**src/rtl/ab_key_filter.sv**
```systemverilog
// Two-channel key input stage: 2-flop synchroniser plus debounce FSM per channel,
// producing clean levels po_a/po_b and a one-cycle po_flag strobe on any accepted change.
module ab_key_filter #(
  parameter int CNT_MAX = 999_999,
  parameter int CNT_W   = 20
) (
  input  logic clk,
  input  logic rst_n,
  input  logic pi_key_a,
  input  logic pi_key_b,
  output logic po_a,
  output logic po_b,
  output logic po_flag
);

  typedef enum logic [1:0] {
    S_LOW  = 2'd0,
    S_RISE = 2'd1,
    S_HIGH = 2'd2,
    S_FALL = 2'd3
  } state_t;

  localparam logic [CNT_W-1:0] CNT_MAX_C = CNT_W'(CNT_MAX);
  localparam logic [CNT_W-1:0] CNT_ONE_C = CNT_W'(1);
  localparam logic [CNT_W-1:0] CNT_ZERO_C = CNT_W'(0);

  // Index 0 is channel A, index 1 is channel B.
  logic [1:0]       raw_s;
  logic [1:0]       sync1_q;
  logic [1:0]       sync2_q;
  state_t           state_q [2];
  logic [CNT_W-1:0] cnt_q   [2];
  logic [1:0]       po_q;
  logic [1:0]       chg_s;
  logic             flag_q;

  assign raw_s = {pi_key_b, pi_key_a};

  // Two-stage synchroniser for both raw key levels.
  always_ff @(posedge clk or negedge rst_n) begin
    if (!rst_n) begin
      sync1_q <= 2'b00;
      sync2_q <= 2'b00;
    end else begin
      sync1_q <= raw_s;
      sync2_q <= sync1_q;
    end
  end

  // A channel accepts a new level on this edge when its window has fully elapsed;
  // looking one edge ahead lets the strobe line up with the first new po value.
  always_comb begin
    chg_s = 2'b00;
    for (int ch = 0; ch < 2; ch++) begin
      if (cnt_q[ch] == CNT_MAX_C) begin
        if (state_q[ch] == S_RISE) begin
          chg_s[ch] = sync2_q[ch];
        end else if (state_q[ch] == S_FALL) begin
          chg_s[ch] = ~sync2_q[ch];
        end else begin
          chg_s[ch] = 1'b0;
        end
      end else begin
        chg_s[ch] = 1'b0;
      end
    end
  end

  // Per-channel debounce FSM with registered level outputs.
  always_ff @(posedge clk or negedge rst_n) begin
    if (!rst_n) begin
      for (int ch = 0; ch < 2; ch++) begin
        state_q[ch] <= S_LOW;
        cnt_q[ch]   <= CNT_ZERO_C;
      end
      po_q <= 2'b00;
    end else begin
      for (int ch = 0; ch < 2; ch++) begin
        case (state_q[ch])
          S_LOW: begin
            if (sync2_q[ch]) begin
              state_q[ch] <= S_RISE;
              cnt_q[ch]   <= CNT_ZERO_C;
            end
          end
          S_RISE: begin
            if (!sync2_q[ch]) begin
              state_q[ch] <= S_LOW;
              cnt_q[ch]   <= CNT_ZERO_C;
            end else if (cnt_q[ch] == CNT_MAX_C) begin
              state_q[ch] <= S_HIGH;
              cnt_q[ch]   <= CNT_ZERO_C;
              po_q[ch]    <= 1'b1;
            end else begin
              cnt_q[ch]   <= cnt_q[ch] + CNT_ONE_C;
            end
          end
          S_HIGH: begin
            if (!sync2_q[ch]) begin
              state_q[ch] <= S_FALL;
              cnt_q[ch]   <= CNT_ZERO_C;
            end
          end
          S_FALL: begin
            if (sync2_q[ch]) begin
              state_q[ch] <= S_HIGH;
              cnt_q[ch]   <= CNT_ZERO_C;
            end else if (cnt_q[ch] == CNT_MAX_C) begin
              state_q[ch] <= S_LOW;
              cnt_q[ch]   <= CNT_ZERO_C;
              po_q[ch]    <= 1'b0;
            end else begin
              cnt_q[ch]   <= cnt_q[ch] + CNT_ONE_C;
            end
          end
          default: begin
            state_q[ch] <= S_LOW;
            cnt_q[ch]   <= CNT_ZERO_C;
            po_q[ch]    <= 1'b0;
          end
        endcase
      end
    end
  end

  // Single strobe covers simultaneous changes on both channels.
  always_ff @(posedge clk or negedge rst_n) begin
    if (!rst_n) begin
      flag_q <= 1'b0;
    end else begin
      flag_q <= |chg_s;
    end
  end

  assign po_a    = po_q[0];
  assign po_b    = po_q[1];
  assign po_flag = flag_q;

endmodule

```
**config.mk**
```make
export PLATFORM = sky130hd
export DESIGN_NAME = ab_key_filter
export DESIGN_NICKNAME = d
export VERILOG_FILES = /design/src/rtl/ab_key_filter.sv
export SDC_FILE = /design/constraint.sdc
export NUM_CORES = 1
export LEC_CHECK = 0
export ABC_AREA = 0
export CORE_AREA = 2 2 68 70
export CTS_CLUSTER_DIAMETER = 50
export DETAILED_ROUTE_END_ITERATION = 12
export DIE_AREA = 0 0 70 72
export DONT_BUFFER_PORTS = 1
export PLACE_DENSITY_LB_ADDON = 0.12
export SYNTH_ARGS = -nofsm -noshare
export SYNTH_HDL_FRONTEND = slang
export SYNTH_SLANG_ARGS = --single-unit
```
**constraint.sdc**
```tcl
create_clock -name clk -period 2.9 [get_ports clk]
set_clock_uncertainty 0.2 [all_clocks]
set_input_delay 0.58 -clock clk [delete_from_list [all_inputs] [get_ports clk]]
set_output_delay 0.58 -clock clk [all_outputs]
set_load 0.05 [all_outputs]
```
After elaboration in Yosys (flattened, before gate mapping)
Cells that the tools add are included.
- flip-flop bits (word level): 51
- bits of input ports: 4
- word-level logic and storage cells: 90
- add/sub/neg operators: 2
- eq/ne operators: 24
- muxes and demuxes: 42
- bitwise gates (word level): 2
- reductions and logical operators: 11
- operators by type and width (cell ; number):
    $mux 20 ; 10
    $pmux 20 s4 ; 2
    $add 20x1->20 const B ; 2
    $eq 20x20->1 const B ; 2
    $mux 2 ; 12
    $ne 2x2->1 const B ; 10
    $pmux 2 s4 ; 2
    $mux 1 ; 14
    $reduce_and 5->1 ; 2
    $eq 2x2->1 const B ; 4
    $reduce_and 4->1 ; 2
    $ne 3x2->1 const B ; 2
    $ne 3x3->1 const B ; 2
    $eq 2x1->1 const B ; 2
    $logic_not 2->1 ; 2
    $ne 2x1->1 const B ; 2
    $pmux 1 s2 ; 2
    $reduce_and 2->1 ; 2
    $reduce_bool 2->1 ; 2
    $not 1->1 ; 2
    $reduce_or 2->1 ; 1

Longest topological paths before layout
Gate-level depths: netlist of the first run.
- word-level depth: 5
- gate-level depth with buffers: 8
- gate-level depth less buffers: 6

Worst setup path before layout of the first run
No wires, ideal clock.
- kind: register to register
- from: register cnt_q[12] in the netlist's numbering
- to: register cnt_q[10] in the netlist's numbering
- setup time: 121 ps
- data arrival time: 1902 ps
- slack: 677 ps
- stages on the path, launching flop included: 7
- period minus slack after synthesis: 2223 ps
- cell sequence: dfrtp_1 > or4b_1 > or3_1 > o21a_1 > buf_6 > a21o_1 > a22o_1
- cells in the longest elaborated chain, start to end: 4
- elaborated cells between the ends (all ways): 5
- classes of those cells: eq/ne (1); mux (4)
- RTL lines (item ; line ; RTL):
    start: declaration ; 32 ; logic [CNT_W-1:0] cnt_q [2];
    start signal: indexed assignment ; 95 ; cnt_q[ch] <= cnt_q[ch] + CNT_ONE_C;
    start signal: indexed assignment ; 113 ; cnt_q[ch] <= cnt_q[ch] + CNT_ONE_C;
    $eq 20x20->1 (*) ; 90, 108 ;
    $mux 20 (*) ; 90, 108 ;
    $mux 20 (on tied branches) ; 105, 87 ;
    $pmux 20 s4 (*) ; 79 ; case (state_q[ch])
Mark *: on every way between the ends. The rest lies on a longest branch, timed or not.
A chain may end at the register's enable or synchronous reset.

Worst setup path after layout of the first run
- from: register cnt_q[12] in the netlist's numbering
- to: register cnt_q[19] in the netlist's numbering
- cells in the longest elaborated chain, start to end: 4
- elaborated cells between the ends (all ways): 6
- classes of those cells: add/sub (1); eq/ne (1); mux (4)
- RTL lines (item ; line):
    $add 20x1->20 / $eq 20x20->1 (equally long branches) ; -
    $mux 20 (*) ; 90, 108
    $mux 20 (on tied branches) ; 105, 87
    $pmux 20 s4 (*) ; 79
Marks and branches as above.

==> impl_metrics.env, run 1 <==
export IMPL_hold_class="input port to flop"
export IMPL_ys_types=40
export IMPL_finalHoldViolations=0
export IMPL_rsz0062_at_grt="false"
export IMPL_crit_fanout=19
export IMPL_synth_common_cells="dfrtp_1 (51), nand2_1 (39), a31oi_1 (26)"
export IMPL_fin_crit_sh_pct=88.4
export IMPL_grt_pass1_vias=1898
export IMPL_die_y_um=72
export IMPL_via_per_inst=6.37
export IMPL_totalWireLength_mm=5.27
export IMPL_synthesis_area_um2=2600
export IMPL_netlist_top_cells_area="dfrtp_1 (49%), a31oi_1 (6.3%), nand2_1 (5.6%)"
export IMPL_grt_ovfl_total=0
export IMPL_grt_max_degree=52
export IMPL_drc_errors=0
export IMPL_grt_first_pass_wirelength_mm=8.93
export IMPL_tns_ns=0
export IMPL_synth_top_area_share_pct=49.1
export IMPL_io_pins=7
export IMPL_max_cap_violations=0
export IMPL_synth_nets=289
export IMPL_postCtsSetupBuffers=0
export IMPL_drive_gt1_share_pct=6.60
export IMPL_register_area_um2=1280
export IMPL_io_buffers=0
export IMPL_timing_rr_end="cnt_q[19]$_DFFE_PN0P_"
export IMPL_status="finished clean"
export IMPL_grt_antenna_before_repair=0
export IMPL_hold_path_depth=0
export IMPL_instances_no_fill=340
export IMPL_setup_violations=0
export IMPL_dpl_hpwl_mm=3.47
export IMPL_synth_edf_count=0
export IMPL_synth_flop_cell="dfrtp_1"
export IMPL_r2r_cells=6
export IMPL_dr_pass1_iters=4
export IMPL_ir_drop_v=0.000374
export IMPL_hold_end="sync1_q[0]$_DFF_PN0_"
export IMPL_worstMarginPinSlew_ns=0.792
export IMPL_clk_latency_ns=0.30
export IMPL_critPathLaunchType="flop"
export IMPL_antenna_left=0
export IMPL_fin_nets=293
export IMPL_synth_area_per_cell_um2=9.18
export IMPL_cts_max_level=2
export IMPL_die_area_um2=5040
export IMPL_fmax_mhz=390
export IMPL_cts_clk_slew_worst_paths_ns=0.09
export IMPL_synth_most_common_cell="dfrtp_1"
export IMPL_synthCells=283
export IMPL_p_leak_nw=1.19
export IMPL_arrival_ns=2.53
export IMPL_ys_warn_count=0
export IMPL_vias=2166
export IMPL_cts_tree="yes"
export IMPL_cts_root_buffer="clkbuf_8"
export IMPL_crit_type="flop to flop"
export IMPL_numCtsBuffers=5
export IMPL_globalplace_congestion=0.837
export IMPL_async_reset_ff_share_pct=100
export IMPL_drt_iter0_markers=193
export IMPL_ys_seq_area_share_pct=49.1
export IMPL_ys_ff_latch=51
export IMPL_slew_viol_final=0
export IMPL_fp_dieW_um=70
export IMPL_r2r_slack_ns=0.34
export IMPL_slew_headroom_pct=47.0
export IMPL_rows=24
export IMPL_power_density_nw_per_um2=668
export IMPL_fin_crit_ns=2.56
export IMPL_multi_input_area_um2=1230
export IMPL_insertedDiodeCount=0
export IMPL_critical_path_required_ns=2.87
export IMPL_yosysTopAreaCell="dfrtp_1"
export IMPL_cts_buffer_depth=2
export IMPL_syn_to_final_growth_pct=6.74
export IMPL_fillers=371
export IMPL_endpoint_kind="flop"
export IMPL_cts_resized=0
export IMPL_worstReg2RegStart="cnt_q[12]$_DFFE_PN0P_"
export IMPL_coreArea_um2=4260
export IMPL_start_util_pct=60.9
export IMPL_track_usage_pct=22.1
export IMPL_cts_sinks=51
export IMPL_worstHoldStart="pi_key_a"
export IMPL_place_inst=330
export IMPL_wl_per_cell_um=15.5
per-layer routing:
metal / global-route usage, % / wire length [um] / vias to the layer above
met1: 33.4 / 2670 / 1039
met2: 31.7 / 2280 / 49
li1: - / - / 1071
met4: 8.76 / 76 / 0
met5: 0 / 0 / -
met3: 4.17 / 237 / 7
critical path, cell delays in order, from the launching register on:
cell	delay, ns
dfrtp_1	0.45
or4b_1	0.50
or3_1	0.34
o21a_1	0.41
buf_4	0.28
a41oi_1	0.19
a31oi_1	0.06
stage by stage:
stage	instance area, um2	hold WS [ns]	power, W	utilization, %	setup slack [ns]
finish	2770	0.0947	0.00185	65.1	0.337
global route	2770	0.0770	0.00198	65.1	0.113
CTS	2770	0.0848	0.00186	65.1	0.335
detailed placement	2650	0.0856	0.00144	62.2	0.365
global placement	2650	0.0854	0.00142	62.2	0.412
floorplan	2600	0.0844	0.00131	-	0.677
placed cells by master (no fill, tap or decap), drive strengths merged, types with 2 or more instances in the layout:
cell type / synthesis / layout
ha: 2 / 2
a31oi: 26 / 26
clkbuf: 9 / 6
mux2i: 2 / 2
buf: 3 / 8
dfrtp: 51 / 51
xor2: 6 / 6
nand4: 8 / 8
and2: 3 / 3
a21oi: 15 / 15
o21a: 2 / 2
nand3: 21 / 21
a41oi: 8 / 8
nand2: 39 / 39
inv: 6 / 6
o21ai: 23 / 23
nor3: 5 / 5
nor4: 2 / 2
a21o: 3 / 3
or3: 4 / 4
nand2b: 3 / 3
and3: 11 / 11
nor2: 13 / 13
or4b: 2 / 2
a22o: 4 / 4
timing repair:
item                                    in CTS  in global routing
hold buffers                                 2                  0
hold endpoints to repair                    51                  0
endpoints found under the setup margin       0                  0
worst max path at each step:
stage / start / to / slack (ns) / cells after the start
6_report: cnt_q[12]$_DFFE_PN0P_ / cnt_q[19]$_DFFE_PN0P_ / 0.34 / 6
3_5_place_dp: cnt_q[12]$_DFFE_PN0P_ / cnt_q[19]$_DFFE_PN0P_ / 0.37 / 6
5_1_grt: cnt_q[12]$_DFFE_PN0P_ / cnt_q[19]$_DFFE_PN0P_ / 0.11 / 6
2_1_floorplan: cnt_q[12]$_DFFE_PN0P_ / cnt_q[10]$_DFFE_PN0P_ / 0.68 / 6
4_1_cts: cnt_q[12]$_DFFE_PN0P_ / cnt_q[19]$_DFFE_PN0P_ / 0.34 / 6
3_3_place_gp: cnt_q[12]$_DFFE_PN0P_ / cnt_q[13]$_DFFE_PN0P_ / 0.41 / 6
area by class of cell:
| cell class | count | share of cell area (%) |
|---|---|---|
| clock buffers | 6 | 2.62 |
| inverters | 6 | 0.812 |
| well taps | 52 | 2.35 |
| clock inverters | 2 | 0.451 |
| flip-flops and latches | 51 | 46.0 |
| repair buffers | 9 | 3.25 |
| multi-input cells | 214 | 44.5 |
state kept, by name, indices dropped and copies added (netlist names), named ones only:
register,flops
sync2_q,2
cnt_q,40
po_q,2
sync1_q,2
po_flag,1
state_q,2
kinds of logic (layout without fill, tap and decap cells):
logic type | after synthesis | in the layout | share of synthesized area (%)
AND/OR/NAND/NOR | 117 | 117 | 22.6
AO/OA/AOI/OAI | 86 | 86 | 20.8
flip-flops | 51 | 51 | 49.1
buffers and inverters | 18 | 23 | 3.37
XOR/XNOR | 6 | 6 | 2.02
multiplexers | 3 | 3 | 1.20
adder cells (fa/ha/maj) | 2 | 2 | 0.963
power by group:
group | internal (W) | switching (W)
sequential | 0.000775 | 0.0000782
combinational | 0.000194 | 0.000406
clock | 0.000169 | 0.000231
total | 0.00114 | 0.000715
(Power assumes the default switching activity.)
==> inputs of run 2 (changes only) <==
CORE_AREA = 2 2 69 71   (was 2 2 68 70)
DIE_AREA = 0 0 71 73   (was 0 0 70 72)
clock period = 3.1 ns   (was 2.9 ns; I/O delays follow)
==> run 2 against run 1 <==
  * Sequential power down 7.3%
  * Final cell count down 0.59%
  * Register-to-register slack better by 0.15 ns
  * Largest cell class unchanged
  * Highest routed layer unchanged
  * Setup slack better by 0.15 ns
  * Critical path type unchanged
  * Critical path depth down 1
  * Hold slack better by 0.038 ns
==> impl_metrics.env, run 2 (synthesized netlist as in run 1, its figures left out) <==
export IMPL_status="finished clean"
export IMPL_finalHoldViolations=0
export IMPL_p_leak_nw=1.18
export IMPL_ir_drop_v=0.000379
export IMPL_cts_sinks=51
export IMPL_syn_to_final_growth_pct=5.63
export IMPL_tns_ns=0
export IMPL_hold_path_depth=0
export IMPL_slew_headroom_pct=39.5
export IMPL_wl_per_cell_um=15.3
export IMPL_hold_class="input port to flop"
export IMPL_cts_root_buffer="clkbuf_8"
export IMPL_fmax_mhz=382
export IMPL_grt_ovfl_total=0
export IMPL_regMostFlops="cnt_q"
export IMPL_drc_errors=0
export IMPL_track_usage_pct=20.9
export IMPL_largest_reg_flops=40
export IMPL_fillers=380
export IMPL_worstMarginPinSlew_ns=0.907
export IMPL_fp_dieW_um=71
export IMPL_fin_nets=289
export IMPL_cts_resized=0
export IMPL_utilization_pct=60.5
export IMPL_cts_max_level=2
export IMPL_place_inst=328
export IMPL_design_area_um2=2750
export IMPL_drt_iter0_markers=130
export IMPL_grt_pass1_vias=1822
export IMPL_clk_latency_ns=0.30
export IMPL_dr_pass1_iters=4
export IMPL_rsz0062_at_grt="false"
export IMPL_numCtsBuffers=5
export IMPL_die_area_um2=5180
export IMPL_cts_tree="yes"
export IMPL_critical_path_required_ns=3.10
export IMPL_coreArea_um2=4540
export IMPL_rows=25
export IMPL_grt_first_pass_wirelength_mm=8.69
export IMPL_power_density_nw_per_um2=618
export IMPL_cts_buffer_depth=2
export IMPL_fin_crit_ns=2.62
export IMPL_holdWs_ns=0.133
export IMPL_antenna_left=0
export IMPL_setup_violations=0
export IMPL_crit_type="flop to flop"
export IMPL_vias=2092
export IMPL_mostFrequentLayoutCells="dfrtp_1 (51), nand2_1 (39), a31oi_1 (26), o21ai_0 (23), nand3_1 (21)"
export IMPL_grt_antenna_before_repair=0
export IMPL_final_common_cell="dfrtp_1"
export IMPL_drive_gt1_share_pct=5.63
export IMPL_via_per_inst=6.19
export IMPL_critPathLaunchType="flop"
export IMPL_io_pins=7
export IMPL_endpoint_kind="flop"
export IMPL_max_cap_violations=0
export IMPL_arrival_ns=2.62
export IMPL_placed_cell_area_um2=2620
export IMPL_r2r_cells=5
export IMPL_totalWireLength_mm=5.18
export IMPL_start_util_pct=57.3
export IMPL_io_buffers=0
export IMPL_dpl_hpwl_mm=3.47
export IMPL_globalplace_congestion=0.841
export IMPL_insertedDiodeCount=0
export IMPL_slew_viol_final=0
export IMPL_instances_no_fill=338
export IMPL_fin_crit_sh_pct=84.4
export IMPL_grt_max_degree=52
export IMPL_crit_fanout=29
export IMPL_cts_clk_slew_worst_paths_ns=0.09
export IMPL_die_y_um=73
==> run 2: layer usage <==
metal | global-route usage (%) | up-vias | part of all wire [%]
met5 | 0 | - | 0
met1 | 32.4 | 993 | 52
li1 | - | 1055 | -
met3 | 4.42 | 2 | 4.5
met2 | 29.5 | 42 | 43
met4 | 5.87 | 0 | 0.56
==> run 2: repair_timing <==
| item | CTS | global route |
|---|---|---|
| hold endpoints to repair | 51 | 0 |
| hold buffers | 2 | 0 |
| buffers inserted | 0 | 0 |
==> run 2: critical path, stage by stage (launching register included) <==
cell	delay [ns]
dfrtp_1	0.44
or4b_1	0.49
or3_1	0.34
o21a_1	0.53
a21o_1	0.29
a22o_1	0.22
==> run 2: final cells by class <==
class	count	area [um2]	area share, %
flip-flops and latches	51	1280	46.5
inverters	6	22.5	0.820
repair buffers	5	60.1	2.19
multi-input cells	214	1230	45.0
clock buffers	5	68.8	2.51
well taps	54	67.6	2.46
clock inverters	3	15.0	0.547
==> run 2: worst paths after layout <==
kind	from	to	slack (ns)
worst max-delay path	cnt_q[12]$_DFFE_PN0P_	cnt_q[10]$_DFFE_PN0P_	0.48
worst min-delay path	pi_key_a	sync1_q[0]$_DFF_PN0_	0.13
worst max register to register	cnt_q[12]$_DFFE_PN0P_	cnt_q[10]$_DFFE_PN0P_	0.48
worst min register to register	sync1_q[0]$_DFF_PN0_	sync2_q[0]$_DFF_PN0_	0.15
max in group asynchronous	rst_n	cnt_q[37]$_DFFE_PN0P_	1.86
min in group asynchronous	rst_n	cnt_q[23]$_DFFE_PN0P_	0.63
==> run 2: power by group <==
group,internal [W],leakage (nW),switching [W]
Clock,0.000155,0.0477,0.000215
Sequential,0.000725,0.692,0.0000655
Combinational,0.000166,0.438,0.000371
==> run 2: per-stage QoR <==
stage	total power [W]	worst slack, ns
global route	0.00182	0.336
CTS	0.00171	0.495
global placement	0.00131	0.541
finish	0.00170	0.484
detailed placement	0.00132	0.510
floorplan	0.00123	0.877
